<file path="config.mk">
export PLATFORM = sky130hd
export DESIGN_NAME = i2c_bus_arbiter_flat
export DESIGN_NICKNAME = d
export VERILOG_FILES = /design/src/rtl/i2c_bus_arbiter_if.sv /design/src/rtl/i2c_bus_arbiter.sv /design/src/flat_wrapper.sv
export SDC_FILE = /design/constraint.sdc
export NUM_CORES = 1
export LEC_CHECK = 0
export BUFFER_PORTS_ARGS = -buffer_cell sky130_fd_sc_hd__buf_2
export CAP_MARGIN = 10
export CORE_UTILIZATION = 42
export DETAILED_ROUTE_END_ITERATION = 7
export PLACE_DENSITY = 0.77
export SLEW_MARGIN = 20
export SYNTH_ARGS = -nofsm -noshare
export SYNTH_HDL_FRONTEND = slang
export SYNTH_SLANG_ARGS = --single-unit
</file>
<file path="constraint.sdc">
create_clock -name clk -period 2.1 [get_ports clk]
set_input_delay 0.105 -clock clk [delete_from_list [all_inputs] [get_ports clk]]
set_output_delay 0.105 -clock clk [all_outputs]
set_load 0.05 [all_outputs]
</file>
<file path="src/rtl/i2c_bus_arbiter_if.sv">
// Bundle of requester, controller and status signals around i2c_bus_arbiter.
// master: the arbiter side. slave: the requesters/controller/environment side.
interface i2c_bus_arbiter_if;
  logic        req0_valid;
  logic        req0_rw;
  logic [7:0]  req0_slave;
  logic [7:0]  req0_reg;
  logic [7:0]  req0_wdata;
  logic        req0_ready;
  logic        req0_done;
  logic [15:0] req0_rdata;
  logic        req0_err;

  logic        req1_valid;
  logic        req1_rw;
  logic [7:0]  req1_slave;
  logic [7:0]  req1_reg;
  logic [7:0]  req1_wdata;
  logic        req1_ready;
  logic        req1_done;
  logic [15:0] req1_rdata;
  logic        req1_err;

  logic        ctl_start;
  logic        ctl_rw;
  logic [7:0]  ctl_slave;
  logic [7:0]  ctl_reg;
  logic [7:0]  ctl_wdata;
  logic        ctl_busy;
  logic        ctl_done;
  logic        ctl_nack;
  logic [15:0] ctl_rdata;
  logic        ctl_abort;

  logic        owner;
  logic        busy;
  logic [15:0] xact_count;

  modport master (
    input  req0_valid, req0_rw, req0_slave, req0_reg, req0_wdata,
    input  req1_valid, req1_rw, req1_slave, req1_reg, req1_wdata,
    input  ctl_busy, ctl_done, ctl_nack, ctl_rdata,
    output req0_ready, req0_done, req0_rdata, req0_err,
    output req1_ready, req1_done, req1_rdata, req1_err,
    output ctl_start, ctl_rw, ctl_slave, ctl_reg, ctl_wdata, ctl_abort,
    output owner, busy, xact_count
  );

  modport slave (
    output req0_valid, req0_rw, req0_slave, req0_reg, req0_wdata,
    output req1_valid, req1_rw, req1_slave, req1_reg, req1_wdata,
    output ctl_busy, ctl_done, ctl_nack, ctl_rdata,
    input  req0_ready, req0_done, req0_rdata, req0_err,
    input  req1_ready, req1_done, req1_rdata, req1_err,
    input  ctl_start, ctl_rw, ctl_slave, ctl_reg, ctl_wdata, ctl_abort,
    input  owner, busy, xact_count
  );
endinterface

</file>
<file path="src/rtl/i2c_bus_arbiter.sv">
// i2c_bus_arbiter: round-robin arbiter letting two requesters share one I2C controller.
// Defining I2C_ARB_TIMEOUT_EN adds a WAIT-state watchdog that aborts after TIMEOUT_CYCLES.
module i2c_bus_arbiter #(
  parameter int unsigned TIMEOUT_CYCLES = 20000
) (
  input logic               clk,
  input logic               rst,
  i2c_bus_arbiter_if.master bus
);

  typedef enum logic [1:0] {StIdle, StIssue, StWait, StResp} state_e;

  state_e      r_state, w_state_d;
  logic        r_owner, w_owner_d;
  logic        r_rw, w_rw_d;
  logic [7:0]  r_slave, w_slave_d;
  logic [7:0]  r_reg, w_reg_d;
  logic [7:0]  r_wdata, w_wdata_d;
  logic [15:0] r_rdata0, w_rdata0_d;
  logic [15:0] r_rdata1, w_rdata1_d;
  logic        r_err0, w_err0_d;
  logic        r_err1, w_err1_d;
  logic [15:0] r_xact, w_xact_d;

  logic        w_any, w_grant;
  logic        w_ready0, w_ready1, w_start, w_done0, w_done1;
  logic        w_cmpl, w_cmpl_err;
  logic [15:0] w_cmpl_rdata;
  logic        w_expire;

  assign w_any   = bus.req0_valid | bus.req1_valid;
  // Contention goes to whoever was not granted last; otherwise to the lone requester.
  assign w_grant = (bus.req0_valid && bus.req1_valid) ? ~r_owner : bus.req1_valid;

`ifdef I2C_ARB_TIMEOUT_EN
  localparam int unsigned WdogW = $clog2(TIMEOUT_CYCLES + 1);
  logic [WdogW-1:0] r_wdog, w_wdog_d;

  // Watchdog counts WAIT cycles; held at zero elsewhere so every WAIT entry starts fresh.
  always_comb begin
    w_wdog_d = '0;
    if (r_state == StWait) w_wdog_d = r_wdog + 1'b1;
  end

  // Watchdog register.
  always_ff @(posedge clk or posedge rst) begin
    if (rst) r_wdog <= '0;
    else     r_wdog <= w_wdog_d;
  end

  // ctl_done wins if it lands on the expiry cycle.
  assign w_expire = (r_state == StWait) && !bus.ctl_done &&
                    (r_wdog == WdogW'(TIMEOUT_CYCLES - 1));
`else
  logic w_unused_tmo;
  assign w_unused_tmo = ^TIMEOUT_CYCLES;
  assign w_expire     = 1'b0;
`endif

  // State register.
  always_ff @(posedge clk or posedge rst) begin
    if (rst) r_state <= StIdle;
    else     r_state <= w_state_d;
  end

  // Next-state, handshake outputs and datapath next values.
  always_comb begin
    w_state_d    = r_state;
    w_owner_d    = r_owner;
    w_rw_d       = r_rw;
    w_slave_d    = r_slave;
    w_reg_d      = r_reg;
    w_wdata_d    = r_wdata;
    w_rdata0_d   = r_rdata0;
    w_rdata1_d   = r_rdata1;
    w_err0_d     = r_err0;
    w_err1_d     = r_err1;
    w_xact_d     = r_xact;
    w_ready0     = 1'b0;
    w_ready1     = 1'b0;
    w_start      = 1'b0;
    w_done0      = 1'b0;
    w_done1      = 1'b0;
    w_cmpl       = 1'b0;
    w_cmpl_err   = 1'b0;
    w_cmpl_rdata = 16'h0000;
    unique case (r_state)
      StIdle: begin
        if (w_any) begin
          w_ready0  = ~w_grant;
          w_ready1  = w_grant;
          w_owner_d = w_grant;
          w_rw_d    = w_grant ? bus.req1_rw    : bus.req0_rw;
          w_slave_d = w_grant ? bus.req1_slave : bus.req0_slave;
          w_reg_d   = w_grant ? bus.req1_reg   : bus.req0_reg;
          w_wdata_d = w_grant ? bus.req1_wdata : bus.req0_wdata;
          w_state_d = StIssue;
        end
      end
      StIssue: begin
        if (!bus.ctl_busy) begin
          w_start   = 1'b1;
          w_state_d = StWait;
        end
      end
      StWait: begin
        if (bus.ctl_done) begin
          w_cmpl       = 1'b1;
          w_cmpl_rdata = r_rw ? bus.ctl_rdata : 16'h0000;
          w_cmpl_err   = bus.ctl_nack;
          w_state_d    = StResp;
        end else if (w_expire) begin
          w_cmpl     = 1'b1;
          w_cmpl_err = 1'b1;
          w_state_d  = StResp;
        end
      end
      StResp: begin
        w_done0   = ~r_owner;
        w_done1   = r_owner;
        w_xact_d  = r_xact + 16'd1;
        w_state_d = StIdle;
      end
      default: w_state_d = StIdle;
    endcase
    // Results land in the owner's registers so they are valid during the RESP pulse.
    if (w_cmpl) begin
      if (r_owner) begin
        w_rdata1_d = w_cmpl_rdata;
        w_err1_d   = w_cmpl_err;
      end else begin
        w_rdata0_d = w_cmpl_rdata;
        w_err0_d   = w_cmpl_err;
      end
    end
  end

  // Datapath registers; owner resets to 1 so req0 wins the first contention.
  always_ff @(posedge clk or posedge rst) begin
    if (rst) begin
      r_owner  <= 1'b1;
      r_rw     <= 1'b0;
      r_slave  <= 8'h00;
      r_reg    <= 8'h00;
      r_wdata  <= 8'h00;
      r_rdata0 <= 16'h0000;
      r_rdata1 <= 16'h0000;
      r_err0   <= 1'b0;
      r_err1   <= 1'b0;
      r_xact   <= 16'h0000;
    end else begin
      r_owner  <= w_owner_d;
      r_rw     <= w_rw_d;
      r_slave  <= w_slave_d;
      r_reg    <= w_reg_d;
      r_wdata  <= w_wdata_d;
      r_rdata0 <= w_rdata0_d;
      r_rdata1 <= w_rdata1_d;
      r_err0   <= w_err0_d;
      r_err1   <= w_err1_d;
      r_xact   <= w_xact_d;
    end
  end

  assign bus.req0_ready = w_ready0;
  assign bus.req1_ready = w_ready1;
  assign bus.req0_done  = w_done0;
  assign bus.req1_done  = w_done1;
  assign bus.req0_rdata = r_rdata0;
  assign bus.req1_rdata = r_rdata1;
  assign bus.req0_err   = r_err0;
  assign bus.req1_err   = r_err1;
  assign bus.ctl_start  = w_start;
  assign bus.ctl_rw     = r_rw;
  assign bus.ctl_slave  = r_slave;
  assign bus.ctl_reg    = r_reg;
  assign bus.ctl_wdata  = r_wdata;
  assign bus.ctl_abort  = w_expire;
  assign bus.owner      = r_owner;
  assign bus.busy       = (r_state != StIdle);
  assign bus.xact_count = r_xact;

endmodule

</file>
<file path="src/flat_wrapper.sv">
// flat-port wrapper written by rule: the top's interface ports become plain ports
module i2c_bus_arbiter_flat 
#(
  parameter int unsigned TIMEOUT_CYCLES = 20000
)
  (clk, rst, bus_req0_valid, bus_req0_rw, bus_req0_slave, bus_req0_reg, bus_req0_wdata, bus_req1_valid, bus_req1_rw, bus_req1_slave, bus_req1_reg, bus_req1_wdata, bus_ctl_busy, bus_ctl_done, bus_ctl_nack, bus_ctl_rdata, bus_req0_ready, bus_req0_done, bus_req0_rdata, bus_req0_err, bus_req1_ready, bus_req1_done, bus_req1_rdata, bus_req1_err, bus_ctl_start, bus_ctl_rw, bus_ctl_slave, bus_ctl_reg, bus_ctl_wdata, bus_ctl_abort, bus_owner, bus_busy, bus_xact_count);
  i2c_bus_arbiter_if bus_i ();
  input logic clk;
  input logic rst;
  input wire logic [$bits(bus_i.req0_valid)-1:0] bus_req0_valid;
  input wire logic [$bits(bus_i.req0_rw)-1:0] bus_req0_rw;
  input wire logic [$bits(bus_i.req0_slave)-1:0] bus_req0_slave;
  input wire logic [$bits(bus_i.req0_reg)-1:0] bus_req0_reg;
  input wire logic [$bits(bus_i.req0_wdata)-1:0] bus_req0_wdata;
  input wire logic [$bits(bus_i.req1_valid)-1:0] bus_req1_valid;
  input wire logic [$bits(bus_i.req1_rw)-1:0] bus_req1_rw;
  input wire logic [$bits(bus_i.req1_slave)-1:0] bus_req1_slave;
  input wire logic [$bits(bus_i.req1_reg)-1:0] bus_req1_reg;
  input wire logic [$bits(bus_i.req1_wdata)-1:0] bus_req1_wdata;
  input wire logic [$bits(bus_i.ctl_busy)-1:0] bus_ctl_busy;
  input wire logic [$bits(bus_i.ctl_done)-1:0] bus_ctl_done;
  input wire logic [$bits(bus_i.ctl_nack)-1:0] bus_ctl_nack;
  input wire logic [$bits(bus_i.ctl_rdata)-1:0] bus_ctl_rdata;
  output wire logic [$bits(bus_i.req0_ready)-1:0] bus_req0_ready;
  output wire logic [$bits(bus_i.req0_done)-1:0] bus_req0_done;
  output wire logic [$bits(bus_i.req0_rdata)-1:0] bus_req0_rdata;
  output wire logic [$bits(bus_i.req0_err)-1:0] bus_req0_err;
  output wire logic [$bits(bus_i.req1_ready)-1:0] bus_req1_ready;
  output wire logic [$bits(bus_i.req1_done)-1:0] bus_req1_done;
  output wire logic [$bits(bus_i.req1_rdata)-1:0] bus_req1_rdata;
  output wire logic [$bits(bus_i.req1_err)-1:0] bus_req1_err;
  output wire logic [$bits(bus_i.ctl_start)-1:0] bus_ctl_start;
  output wire logic [$bits(bus_i.ctl_rw)-1:0] bus_ctl_rw;
  output wire logic [$bits(bus_i.ctl_slave)-1:0] bus_ctl_slave;
  output wire logic [$bits(bus_i.ctl_reg)-1:0] bus_ctl_reg;
  output wire logic [$bits(bus_i.ctl_wdata)-1:0] bus_ctl_wdata;
  output wire logic [$bits(bus_i.ctl_abort)-1:0] bus_ctl_abort;
  output wire logic [$bits(bus_i.owner)-1:0] bus_owner;
  output wire logic [$bits(bus_i.busy)-1:0] bus_busy;
  output wire logic [$bits(bus_i.xact_count)-1:0] bus_xact_count;
  assign bus_i.req0_valid = bus_req0_valid;
  assign bus_i.req0_rw = bus_req0_rw;
  assign bus_i.req0_slave = bus_req0_slave;
  assign bus_i.req0_reg = bus_req0_reg;
  assign bus_i.req0_wdata = bus_req0_wdata;
  assign bus_i.req1_valid = bus_req1_valid;
  assign bus_i.req1_rw = bus_req1_rw;
  assign bus_i.req1_slave = bus_req1_slave;
  assign bus_i.req1_reg = bus_req1_reg;
  assign bus_i.req1_wdata = bus_req1_wdata;
  assign bus_i.ctl_busy = bus_ctl_busy;
  assign bus_i.ctl_done = bus_ctl_done;
  assign bus_i.ctl_nack = bus_ctl_nack;
  assign bus_i.ctl_rdata = bus_ctl_rdata;
  assign bus_req0_ready = bus_i.req0_ready;
  assign bus_req0_done = bus_i.req0_done;
  assign bus_req0_rdata = bus_i.req0_rdata;
  assign bus_req0_err = bus_i.req0_err;
  assign bus_req1_ready = bus_i.req1_ready;
  assign bus_req1_done = bus_i.req1_done;
  assign bus_req1_rdata = bus_i.req1_rdata;
  assign bus_req1_err = bus_i.req1_err;
  assign bus_ctl_start = bus_i.ctl_start;
  assign bus_ctl_rw = bus_i.ctl_rw;
  assign bus_ctl_slave = bus_i.ctl_slave;
  assign bus_ctl_reg = bus_i.ctl_reg;
  assign bus_ctl_wdata = bus_i.ctl_wdata;
  assign bus_ctl_abort = bus_i.ctl_abort;
  assign bus_owner = bus_i.owner;
  assign bus_busy = bus_i.busy;
  assign bus_xact_count = bus_i.xact_count;
  i2c_bus_arbiter #(.TIMEOUT_CYCLES(TIMEOUT_CYCLES)) u_core (.clk(clk), .rst(rst), .bus(bus_i));
endmodule
</file>
==> flow_summary.toml <==
[floorplanning]
rows = 32
fp.dieH_um = 91.7
fp.dieArea_sq_um = 8400
ios = 156
core-area_sq_um = 7770
fp.dieW_um = 91.7
initial_utilization = 0.435

[global_routing]
grt_antenna_before_repair = 0
grt_pass1_wl_um = 12900
grt_overflow = 0
grt_pass1_vias = 2804
track_usage = 0.197
grt_max_degree = 51

[detailed_routing]
drtIter0Drc = 94
route.detailed.drc = 0
wl_per_cell_um = 13.6
post_drt_via_cell_ratio = 4.81
vias = 2804
routed_wl_um = 7910
first_pass_iters = 4
ant_nets = 0

[sta]
fin_crit_ns = 1.88
fin_setup_tns_ns = 0
fin_crit_sh = 0.895
rsz0062_at_grt = "false"
setup_viol = 0
slew_headroom = 0.420
holdWs_ns = 0.0313
hold_viol_final = 0
worstMarginPinSlew_ns = 0.865
skew_ns = 0.00976
drv_slew = 0
clock.fmax_ghz = 0.532

[pwr]
power_per_cell_area_nw_per_um2 = 1770
ir_drop_v = 0.00111
power.leakage_nw = 2.47

[yosys]
yosysWarningCount = 0
synth_nets = 399
synth_cell_type_count = 31
syn_inst = 321
synth_area_per_cell_sq_um = 10.5
ys_seq_area_frac = 0.578
syn_area_sq_um = 3380
ys_ff_latch = 78

[finish]
area_growth_pct = 33.3
antennaDiodeCount = 0
utilization = 0.580
finalNetCount = 555
drive_above_1_share = 0.387

[worst_hold_path]
hp-class = "in2reg"

[critical_path]
cp.buffers_inverters = 2
slowest_stage = "dfrtp_1"
cpLargestDelayFamily = "flip-flops"
max_stage_delay_ns = 0.42
start_kind = "flop"
cp.required_ns = 2.00
endpoint_kind = "output pin"
path_max_fanout = 26
worstPathCellList = "inv_1 > ha_2 > o21ai_4 > nor2_1 > buf_2"
cp.arrival_ns = 1.77
criticalPathCategory = "reg2out"

[clocking]
clockRootBuffer = "clkbuf_8"
cts_buffers = 9
post-cts-setup-buffers = 0
cts.reportedPaths.clkPinSlew_ns = 0.08
cts_buffer_depth = 2
insertion_delay_ns = 0.34
clock_sinks = 78
h-tree-depth = 3
cts_tree = "built"

[placed_design]
globalplace.congestion = 0.787
io_buffer_count = 154
dp_hpwl_um = 5670

[flow_run]
drv_cap = 0

[status]
status = "complete, no violations"
==> report_power, final <==
group	switching, mW	internal (mW)
clock network	0.516	0.815
logic	3.14	0.956
registers	0.421	2.10
total	4.08	3.87
==> layout by cell type, fill, tap and decap left out, types with 2 or more instances in the layout <==
master         Yosys  final
xor2_1             9      9
clkbuf_8           0     10
nor2b_1            2      2
mux2i_1           25     25
ha_1               5      4
o21ai_0           40     40
dfrtp_1           77     77
clkinv_2           0      2
buf_4              2      5
mux2_2             3      3
and2_1             3      3
nand2_1           78     78
inv_1              5      4
buf_2              5    154
nand4_1            2      2
nor2_1             7      7
xnor2_1            6      6
dlygate4sd3_1      0      2
bufinv_16          0      3
and3_1             8      8
nand4_2            2      2
o21ai_1           19     18
nand3_1            3      3
==> synthesized netlist by cell type, drive strengths merged <==
library cell	n	area, sq um
a211oi	1	7.51
a21boi	1	11.3
a21oi	1	5.00
a222oi	1	10.0
a31oi	1	6.26
and2	3	18.8
and3	8	50.1
buf	10	91.3
clkbuf	8	30.0
conb	1	3.75
dfrtp	77	1930
dfstp	1	26.3
ha	5	62.6
inv	5	18.8
mux2	3	33.8
mux2i	25	250
nand2	78	293
nand3	3	15.0
nand3b	1	7.51
nand4	4	37.5
nor2	8	32.5
nor2b	2	12.5
o21ai	59	295
xnor2	6	52.6
xor2	9	78.8
==> layer usage <==
| metal | GRT usage | vias to the layer above | part of all wire |
|---|---|---|---|
| met5 | 0 | - | 0 |
| met4 | 0.0820 | 0 | 0.020 |
| met3 | 0.0547 | 13 | 0.067 |
| met2 | 0.333 | 119 | 0.48 |
| met1 | 0.237 | 1296 | 0.43 |
| li1 | - | 1376 | - |
==> logic make-up after synthesis <==
kind of cell | synth area share
multiplexers | 0.0841
AND/OR/NAND/NOR | 0.138
buffers and inverters | 0.0415
adder cells (fa/ha/maj) | 0.0185
flip-flops | 0.578
AO/OA/AOI/OAI | 0.0993
other | 0.00111
XOR/XNOR | 0.0389
==> worst register-to-register path, cell delays in order, from the launching register on <==
cell and delay [ns]:
dfstp_2 0.43, a21boi_2 0.68, mux2i_1 0.30, o21ai_1 0.07
==> timing repair <==
item / 4_1_cts / 5_1_grt
endpoints found under the setup margin: 1 / 1
pin swaps: 1 / 0
resized for setup: 0 / 1
hold endpoints to repair: 29 / 0
hold buffers: 2 / 0
gates cloned: 1 / 0
==> per-stage QoR <==
stage,power (mW),cell area [sq um],setup slack (ns),cells
6_report,7.95,4500,0.221,583
5_1_grt,8.42,4500,0.0731,583
4_1_cts,8.03,4500,0.0704,583
3_5_place_dp,6.66,4230,0.239,565
3_3_place_gp,6.56,4230,0.319,565
2_1_floorplan,5.66,3380,0.00162,321
==> final timing paths <==
kind | slack [ns] | startpoint | cells after the start | end
min in group asynchronous | 0.34 | rst | 3 | u_core.bus.ctl_wdata[3]$_DFFE_PP0P_
max | 0.22 | u_core.r_state[0]$_DFFE_PP0P_ | 5 | bus_req0_ready
max reg2reg | 0.50 | u_core.bus.owner$_DFFE_PP1P_ | 3 | u_core.bus.ctl_slave[5]$_DFFE_PP0P_
max in group asynchronous | 1.13 | rst | 4 | u_core.bus.xact_count[9]$_DFFE_PP0N_
min reg2reg | 0.47 | u_core.bus.xact_count[15]$_DFFE_PP0N_ | 1 | u_core.bus.xact_count[15]$_DFFE_PP0N_
min | 0.03 | bus_req0_slave[6] | 3 | u_core.bus.ctl_slave[6]$_DFFE_PP0P_
==> cell type report <==
cell class | instances | area [sq um]
repair buffers | 162 | 848
clock inverters | 4 | 95.1
flip-flops and latches | 78 | 1950
multi-input cells | 221 | 1320
well taps | 102 | 128
inverters | 5 | 20.0
fillers | 707 | 3270
clock buffers | 11 | 141
Note: power is estimated with default switching activity, not from simulation.
